## src/rtl/cap_sensor_scanner.sv

```systemverilog
// Capacitive sensor scanner: discharges a shared RC drive line, then times the rise of each sense
// input during the charge phase, publishes per-channel cycle counts and debounced touch flags.
// Optional feature: define CAP_SCANNER_BASELINE_EN to make touch detection relative to a
// per-channel baseline captured on the first completed scan after reset.
module cap_sensor_scanner #(
    parameter int unsigned NUM_CH           = 9,
    parameter int unsigned CNT_W            = 32,
    parameter int unsigned MAX_COUNT        = 4095,
    parameter int unsigned DISCHARGE_CYCLES = 256,
    parameter int unsigned THRESHOLD        = 200,
    parameter int unsigned DEBOUNCE         = 3
) (
    input  logic                    clock,
    input  logic                    reset,
    input  logic                    scan_en,
    input  logic [NUM_CH-1:0]       sense_in,
    output logic                    drive_out,
    output logic [NUM_CH*CNT_W-1:0] readings,
    output logic [NUM_CH-1:0]       touched,
    output logic [NUM_CH-1:0]       timeout_flags,
`ifdef CAP_SCANNER_BASELINE_EN
    output logic                    baseline_valid,
`endif
    output logic                    scan_done
);

    localparam int unsigned CW = $clog2(MAX_COUNT + 1);
    localparam int unsigned DW = $clog2(DISCHARGE_CYCLES + 1);
    localparam int unsigned BW = $clog2(DEBOUNCE + 1);

    localparam logic [CW-1:0]  CNT_MAX  = CW'(MAX_COUNT);
    localparam logic [DW-1:0]  DIS_LAST = DW'(DISCHARGE_CYCLES - 1);
    localparam logic [BW-1:0]  DEB_LAST = BW'(DEBOUNCE - 1);
    localparam logic [CNT_W:0] THR_EXT  = (CNT_W + 1)'(THRESHOLD);

    typedef enum logic [1:0] {StIdle, StDischarge, StCharge, StPublish} state_e;

    state_e            state_q, state_d;
    logic [NUM_CH-1:0] sync1_q, sync2_q;
    logic [DW-1:0]     dis_cnt_q;
    logic [CW-1:0]     cnt_q;
    logic [NUM_CH-1:0] latched_q;
    logic [NUM_CH-1:0] timeout_q;
    logic [CW-1:0]     shadow_q [NUM_CH];
    logic [BW-1:0]     deb_q [NUM_CH];
    logic [NUM_CH-1:0] rise;
    logic [NUM_CH-1:0] over;
    logic              all_latched;
    logic              at_max;
`ifdef CAP_SCANNER_BASELINE_EN
    logic [CW-1:0]     baseline_q [NUM_CH];
`endif

    // Two-flop synchronizer on the asynchronous sense lines
    always_ff @(posedge clock or negedge reset) begin
        if (!reset) begin
            sync1_q <= '0;
            sync2_q <= '0;
        end else begin
            sync1_q <= sense_in;
            sync2_q <= sync1_q;
        end
    end

    // Charge-phase qualifiers: channels rising this cycle, completion and timeout
    always_comb begin
        rise        = ~latched_q & sync2_q;
        all_latched = &(latched_q | rise);
        at_max      = (cnt_q == CNT_MAX);
    end

    // Touch candidate per channel from the freshly captured shadow values
    always_comb begin
        over = '0;
        for (int i = 0; i < NUM_CH; i++) begin
`ifdef CAP_SCANNER_BASELINE_EN
            over[i] = ((CNT_W + 1)'(shadow_q[i]) >= ((CNT_W + 1)'(baseline_q[i]) + THR_EXT));
`else
            over[i] = ((CNT_W + 1)'(shadow_q[i]) >= THR_EXT);
`endif
        end
    end

    // FSM state register
    always_ff @(posedge clock or negedge reset) begin
        if (!reset) begin
            state_q <= StIdle;
        end else begin
            state_q <= state_d;
        end
    end

    // FSM next-state and decoded outputs
    always_comb begin
        state_d   = state_q;
        drive_out = 1'b0;
        scan_done = 1'b0;
        unique case (state_q)
            StIdle: begin
                if (scan_en) state_d = StDischarge;
            end
            StDischarge: begin
                if (dis_cnt_q == DIS_LAST) state_d = StCharge;
            end
            StCharge: begin
                drive_out = 1'b1;
                if (all_latched || at_max) state_d = StPublish;
            end
            StPublish: begin
                scan_done = 1'b1;
                state_d   = scan_en ? StDischarge : StIdle;
            end
            default: state_d = StIdle;
        endcase
    end

    // Discharge timer; zero whenever not discharging so each entry starts fresh
    always_ff @(posedge clock or negedge reset) begin
        if (!reset) begin
            dis_cnt_q <= '0;
        end else if (state_q == StDischarge) begin
            dis_cnt_q <= dis_cnt_q + 1'b1;
        end else begin
            dis_cnt_q <= '0;
        end
    end

    // Charge counter and per-channel latch of the rise time
    always_ff @(posedge clock or negedge reset) begin
        if (!reset) begin
            cnt_q     <= '0;
            latched_q <= '0;
            timeout_q <= '0;
            for (int i = 0; i < NUM_CH; i++) shadow_q[i] <= '0;
        end else if (state_q == StDischarge) begin
            cnt_q     <= '0;
            latched_q <= '0;
            timeout_q <= '0;
        end else if (state_q == StCharge) begin
            if (!at_max) cnt_q <= cnt_q + 1'b1;
            for (int i = 0; i < NUM_CH; i++) begin
                if (rise[i]) begin
                    shadow_q[i]  <= cnt_q;
                    latched_q[i] <= 1'b1;
                end else if (at_max && !latched_q[i]) begin
                    // Never rose within the window: saturate and flag
                    shadow_q[i]  <= CNT_MAX;
                    timeout_q[i] <= 1'b1;
                end
            end
        end
    end

    // Publish readings and run the touch debouncer once per completed scan
    always_ff @(posedge clock or negedge reset) begin
        if (!reset) begin
            readings      <= '0;
            timeout_flags <= '0;
            touched       <= '0;
            for (int i = 0; i < NUM_CH; i++) deb_q[i] <= '0;
`ifdef CAP_SCANNER_BASELINE_EN
            baseline_valid <= 1'b0;
            for (int i = 0; i < NUM_CH; i++) baseline_q[i] <= '0;
`endif
        end else if (state_q == StPublish) begin
            timeout_flags <= timeout_q;
            for (int i = 0; i < NUM_CH; i++) begin
                readings[i*CNT_W +: CNT_W] <= CNT_W'(shadow_q[i]);
            end
`ifdef CAP_SCANNER_BASELINE_EN
            // First scan only establishes the untouched reference
            if (!baseline_valid) begin
                baseline_valid <= 1'b1;
                for (int i = 0; i < NUM_CH; i++) baseline_q[i] <= shadow_q[i];
            end else
`endif
            begin
                for (int i = 0; i < NUM_CH; i++) begin
                    if (over[i] != touched[i]) begin
                        if (deb_q[i] == DEB_LAST) begin
                            touched[i] <= ~touched[i];
                            deb_q[i]   <= '0;
                        end else begin
                            deb_q[i] <= deb_q[i] + 1'b1;
                        end
                    end else begin
                        deb_q[i] <= '0;
                    end
                end
            end
        end
    end

endmodule

```

## config.mk

```make
export PLATFORM = sky130hd
export DESIGN_NAME = cap_sensor_scanner
export DESIGN_NICKNAME = d
export VERILOG_FILES = /design/src/rtl/cap_sensor_scanner.sv
export SDC_FILE = /design/constraint.sdc
export NUM_CORES = 1
export LEC_CHECK = 0
export ABC_CLOCK_PERIOD_IN_PS = 3690
export CORE_ASPECT_RATIO = 0.75
export CORE_MARGIN = 3
export CORE_UTILIZATION = 45
export CTS_BUF_LIST = sky130_fd_sc_hd__clkbuf_4 sky130_fd_sc_hd__clkbuf_8
export CTS_CLUSTER_SIZE = 16
export DETAILED_ROUTE_END_ITERATION = 8
export PLACE_DENSITY = 0.73
export SYNTH_ARGS = -nofsm -noshare
export SYNTH_HDL_FRONTEND = slang
export SYNTH_SLANG_ARGS = --single-unit
```

## constraint.sdc

```tcl
create_clock -name clock -period 3.69 [get_ports clock]
set_clock_uncertainty 0.05 [all_clocks]
set_input_delay 0.9225 -clock clock [delete_from_list [all_inputs] [get_ports clock]]
set_output_delay 0.9225 -clock clock [all_outputs]
set_load 0.02 [all_outputs]
```

# Yosys cells after proc, flatten, opt, wreduce, memory -nomap -nowiden
# Index checks and enable logic that the tools add are counted.
# op_classes
addsub,11
eq_ne,36
muxes,78
n_bitwise,13
magnitude_cmp,9
n_reduce_logical,87
# op_table
operator,n
12-bit 2-to-1 mux,21
12-bit by 8-bit >= comparator with 1-bit output (second input constant),9
3-bit AND reduction,28
2-bit nonzero test,28
9-bit 2-to-1 mux,5
2-bit 2-to-1 mux,21
1-bit 2-to-1 mux,30
2-bit == test (second input constant),11
2-bit by 1-bit inequality test with 1-bit output (second input constant),10
2-bit AND reduction,10
2-bit by 1-bit adder with 2-bit output (second input constant),9
12-bit by 1-bit adder with 12-bit output (second input constant),1
12-bit == test (second input constant),1
1-bit inverter,10
9-bit by 1-bit adder with 9-bit output (second input constant),1
9-bit bitwise AND,1
9-bit by 8-bit == test with 1-bit output (second input constant),1
1-bit logical AND,9
1-bit logical NOT,9
1-bit inequality test,9
9-bit inverter,1
9-bit OR,1
9-bit AND reduction,1
2-bit case mux with 4 select lines,1
other kinds (4),6
# totals
ff_bits,311
out_inout_bits,308
in_bits,12
elab_cells,286

# Logic depth before layout (Yosys ltp)
# logic_depth
word_depth,7
mapped_depth,9
depth_no_buf,8

# Worst setup path before layout
# OpenSTA, ideal clock, no wires.
# synth_timing
path_kind,register to register
start,reg state_q[0]
end,reg readings[107]
synth_period_minus_slack_ns,2.015
path_stages_with_launch,6
n_path_buf,3
t_arrival_ns,1.840
required_ns,3.515
path_slack_ns,1.675
cell_sequence,dfrtp_1 > ha_1 > clkbuf_1 > clkbuf_1 > clkbuf_1 > mux2_2
# synth_via
elab_chain_cells,1
# synth_lines
item,line_no,source
"start, declared",38,"state_e state_q, state_d;"
"start signal, assigned",87,state_q <= StIdle;
"start signal, assigned",89,state_q <= state_d;
2-bit == test,165,end else if (state_q == StPublish) begin
"end signal, assigned by index",168,readings[i*CNT_W +: CNT_W] <= CNT_W'(shadow_q[i]);
"end, declared",18,"output logic [NUM_CH*CNT_W-1:0] readings,"
# No other way between the ends.
# A chain may end at the register's enable or synchronous reset.

# Final worst setup path
# layout_timing
start,reg state_q[0]
end,out drive_out
# layout_via
elab_chain_cells,2
# layout_lines
item,line_no,source
2-bit == test,98,unique case (state_q)
1-bit 2-to-1 mux,98,
"end, declared",17,"output logic drive_out,"
# No other way between the ends.

==> impl_metrics.tcl <==
set metrics [dict create \
    antenna_left 0 \
    synthCells 1081 \
    maxSlewHeadroom_pct 28.09 \
    reg2reg_depth 6 \
    cts_num_sinks 311 \
    instances_no_fill 1656 \
    start_util_pct 46.00 \
    switching_share_pct 36.29 \
    outcome "finished, final reports clean" \
    startpoint_type "flop" \
    grt_pass1_wl_mm 46.90 \
    drtIter0Drc 496 \
    syn2layout_area_growth_pct 16.31 \
    postCtsSetupRepairBufs 0 \
    clk_pin_slew_worst_paths_ps 60 \
    drt_drc_violations_left 0 \
    synthFlopType "dfrtp_1" \
    globalRouteOverflowTotal 0 \
    worstPathMaxFanout 5 \
    busiest_layer "met2" \
    clock_latency_ps 580 \
    yosysTopAreaCell "dfrtp_1" \
    num_rows 54 \
    leakagePower_nw 6.884 \
    synth_edf_count 0 \
    die_w_um 205.7 \
    dp_slack_ps 916.1 \
    criticalPathCategory "reg2out" \
    reg2reg_slack_ps 890 \
    cts_buffers 48 \
    cts.repair.resized 0 \
    drive_above_1_share_pct 18.69 \
    async_flop_share_pct 100.0 \
    wirelength_mm 30.55 \
    tightestPinTransition_ps 1079 \
    setup_viol 0 \
    clkPwrFrac_pct 20.5 \
    comb_power_share_pct 39.3 \
    worst_ep_required_time_ps 2720 \
    p_total_w 0.01505 \
    p_sw_w 0.005460 \
    synth_top_area_share_pct 57.83 \
    core_mm2 0.02926 \
    viasPerCell 5.084 \
    antenna_found_initial 0 \
    cp-end-kind "output port" \
    hold_class "in2async" \
    max_freq_mhz 329.3 \
    gp_congestion 0.7962 \
    cts_tree "built" \
    timing.rr.end "timeout_q[1]" \
    nNetsFinal 1247 \
    grt_use_met3_pct 4.567 \
    synth_area_mm2 0.01346 \
    placed_cells 1569 \
    die_y_um 155.8 \
    final_hold_viol_count 0 \
    grt_max_degree 164 \
    clockRootBuffer "clkbuf_8" \
    drv_slew 0 \
    detail_route.first_pass.iterations 5 \
    fin_crit_sh_pct 82.29 \
    ys.warnings.count 0 \
    grt_use_met2_pct 27.90 \
    yosysUniqueCellTypes 48 \
    crit_arrival_ps 2060 \
    clock_path_buffers 3 \
    fin_setup_tns_ps 0 \
    hold_buffers 0 \
    setup_ws_ps 653.6 \
    io_buffer_count 139 \
    seq_power_share_pct 40.1 \
    hold_ws_ps 275.7 \
    synthTopCellsByCount "311 x dfrtp_1, 180 x buf_4, 120 x mux2_2" \
    met1_usage_pct 27.07 \
    track_usage_pct 18.58 \
    die_area_mm2 0.03204 \
    worstReg2RegStart "state_q[0]" \
    synth.avg_cell_area_um2 12.45 \
    grt_pass1_vias 8297 \
    htreeDepth 2 \
    p_int_w 0.009587 \
    power.density_mw_per_mm2 961.3 \
    seq_area_frac_synth_pct 57.83 \
    wl_per_cell_um 18.45 \
    ios 320 \
    rsz0062_at_grt "no" \
    drv_cap 0 \
    hpwl_mm 20.29 \
    synth_seq_cells 311 \
    period_needed_ps 3036 \
    yosys-top-cells-area "dfrtp_1 58%, buf_4 10%, mux2_2 10%" \
    yosysMostFrequentCell "dfrtp_1" \
    num_vias 8419 \
    ir_drop_v 0.0005715 \
]
[final cells by class]
cell class / instances / area, um^2
diodes: 1 / 2.502
repair buffers: 156 / 1587
flip-flops and latches: 311 / 7782
clock buffers: 77 / 972.2
fillers: 2558 / 13600
clock inverters: 9 / 86.33
multi-input cells: 683 / 4631
inverters: 27 / 101.3
well taps: 392 / 490.5
[worst max-delay path, cell delays in order, from the launching register on]
cell             delay [ps]
dfrtp_1                 440
inv_1                   160
ha_1                    240
clkdlybuf4s50_1         650
[metal layers]
layer,share of wire (%),vias to the layer above
met5,0,-
met4,1.9,0
met3,7.4,45
met2,45,283
met1,45,4307
li1,-,3784
[sequential cells by signal, summed over array words and instances, names as in the netlist]
register,count
deb_q,18
readings,108
sync1_q,9
touched,9
latched_q,9
shadow_q,108
cnt_q,12
dis_cnt_q,9
timeout_flags,9
timeout_q,9
state_q,2
sync2_q,9
[cells by family (layout without fill, tap and decap cells)]
family,count (synthesis),count (layout),synth area share [%]
AND/OR/NAND/NOR,155,155,5.643
adder cells (fa/ha/maj),8,8,0.7438
buffers and inverters,266,269,12.85
other,1,181,0.02786
AO/OA/AOI/OAI,203,203,11.73
XOR/XNOR,15,15,0.9762
flip-flops,311,311,57.83
multiplexers,122,122,10.20
[power groups by stage]
stage | clock network, W | registers [W] | logic [W]
final | 0.00309 | 0.00604 | 0.00592
after global routing | 0.00334 | 0.00622 | 0.00635
after CTS | 0.00317 | 0.00603 | 0.00596
after detailed placement | 0 | 0.00607 | 0.00593
after global placement | 0 | 0.00602 | 0.00577
after floorplan | 0 | 0.00646 | 0.00319
[worst max-delay path by stage]
stage | start | end | slack [ps] | cells after the start
2_1_floorplan | state_q[0] | readings[107] | 1670 | 5
3_3_place_gp | state_q[0] | timeout_q[8] | 1010 | 6
3_5_place_dp | state_q[1] | timeout_q[7] | 920 | 6
4_1_cts | state_q[0] | drive_out | 620 | 3
5_1_grt | state_q[0] | drive_out | 560 | 3
6_report | state_q[0] | drive_out | 650 | 3
[metrics by stage]
step,util (%),instance area [um^2]
detailed placement,49.88,14590
global placement,49.88,14590
global route,53.49,15650
floorplan,-,14130
finish,53.50,15650
CTS,53.49,15650
[layout by cell type (no fill, tap or decap), types with 2 or more instances in the layout]
cell / n
o21ai_0: 4
o21a_1: 5
ha_1: 7
xor2_1: 4
o21a_2: 4
a21oi_1: 29
clkbuf_4: 14
mux2_2: 120
or3_1: 4
buf_12: 5
a211oi_1: 2
nand3_1: 28
o31ai_1: 3
nor4_1: 13
inv_1: 27
o22ai_1: 20
xnor2_1: 11
conb_1: 180
buf_4: 12
clkdlybuf4s50_1: 138
nor2_1: 58
o22a_1: 108
nor3_1: 3
o2bb2ai_1: 3
and2_1: 2
nand2b_1: 3
a31oi_1: 6
clkinv_2: 4
dfrtp_1: 311
and3_1: 9
a31o_2: 2
nand2_1: 28
clkbuf_8: 63
o311ai_0: 11
(Power assumes the default switching activity.)
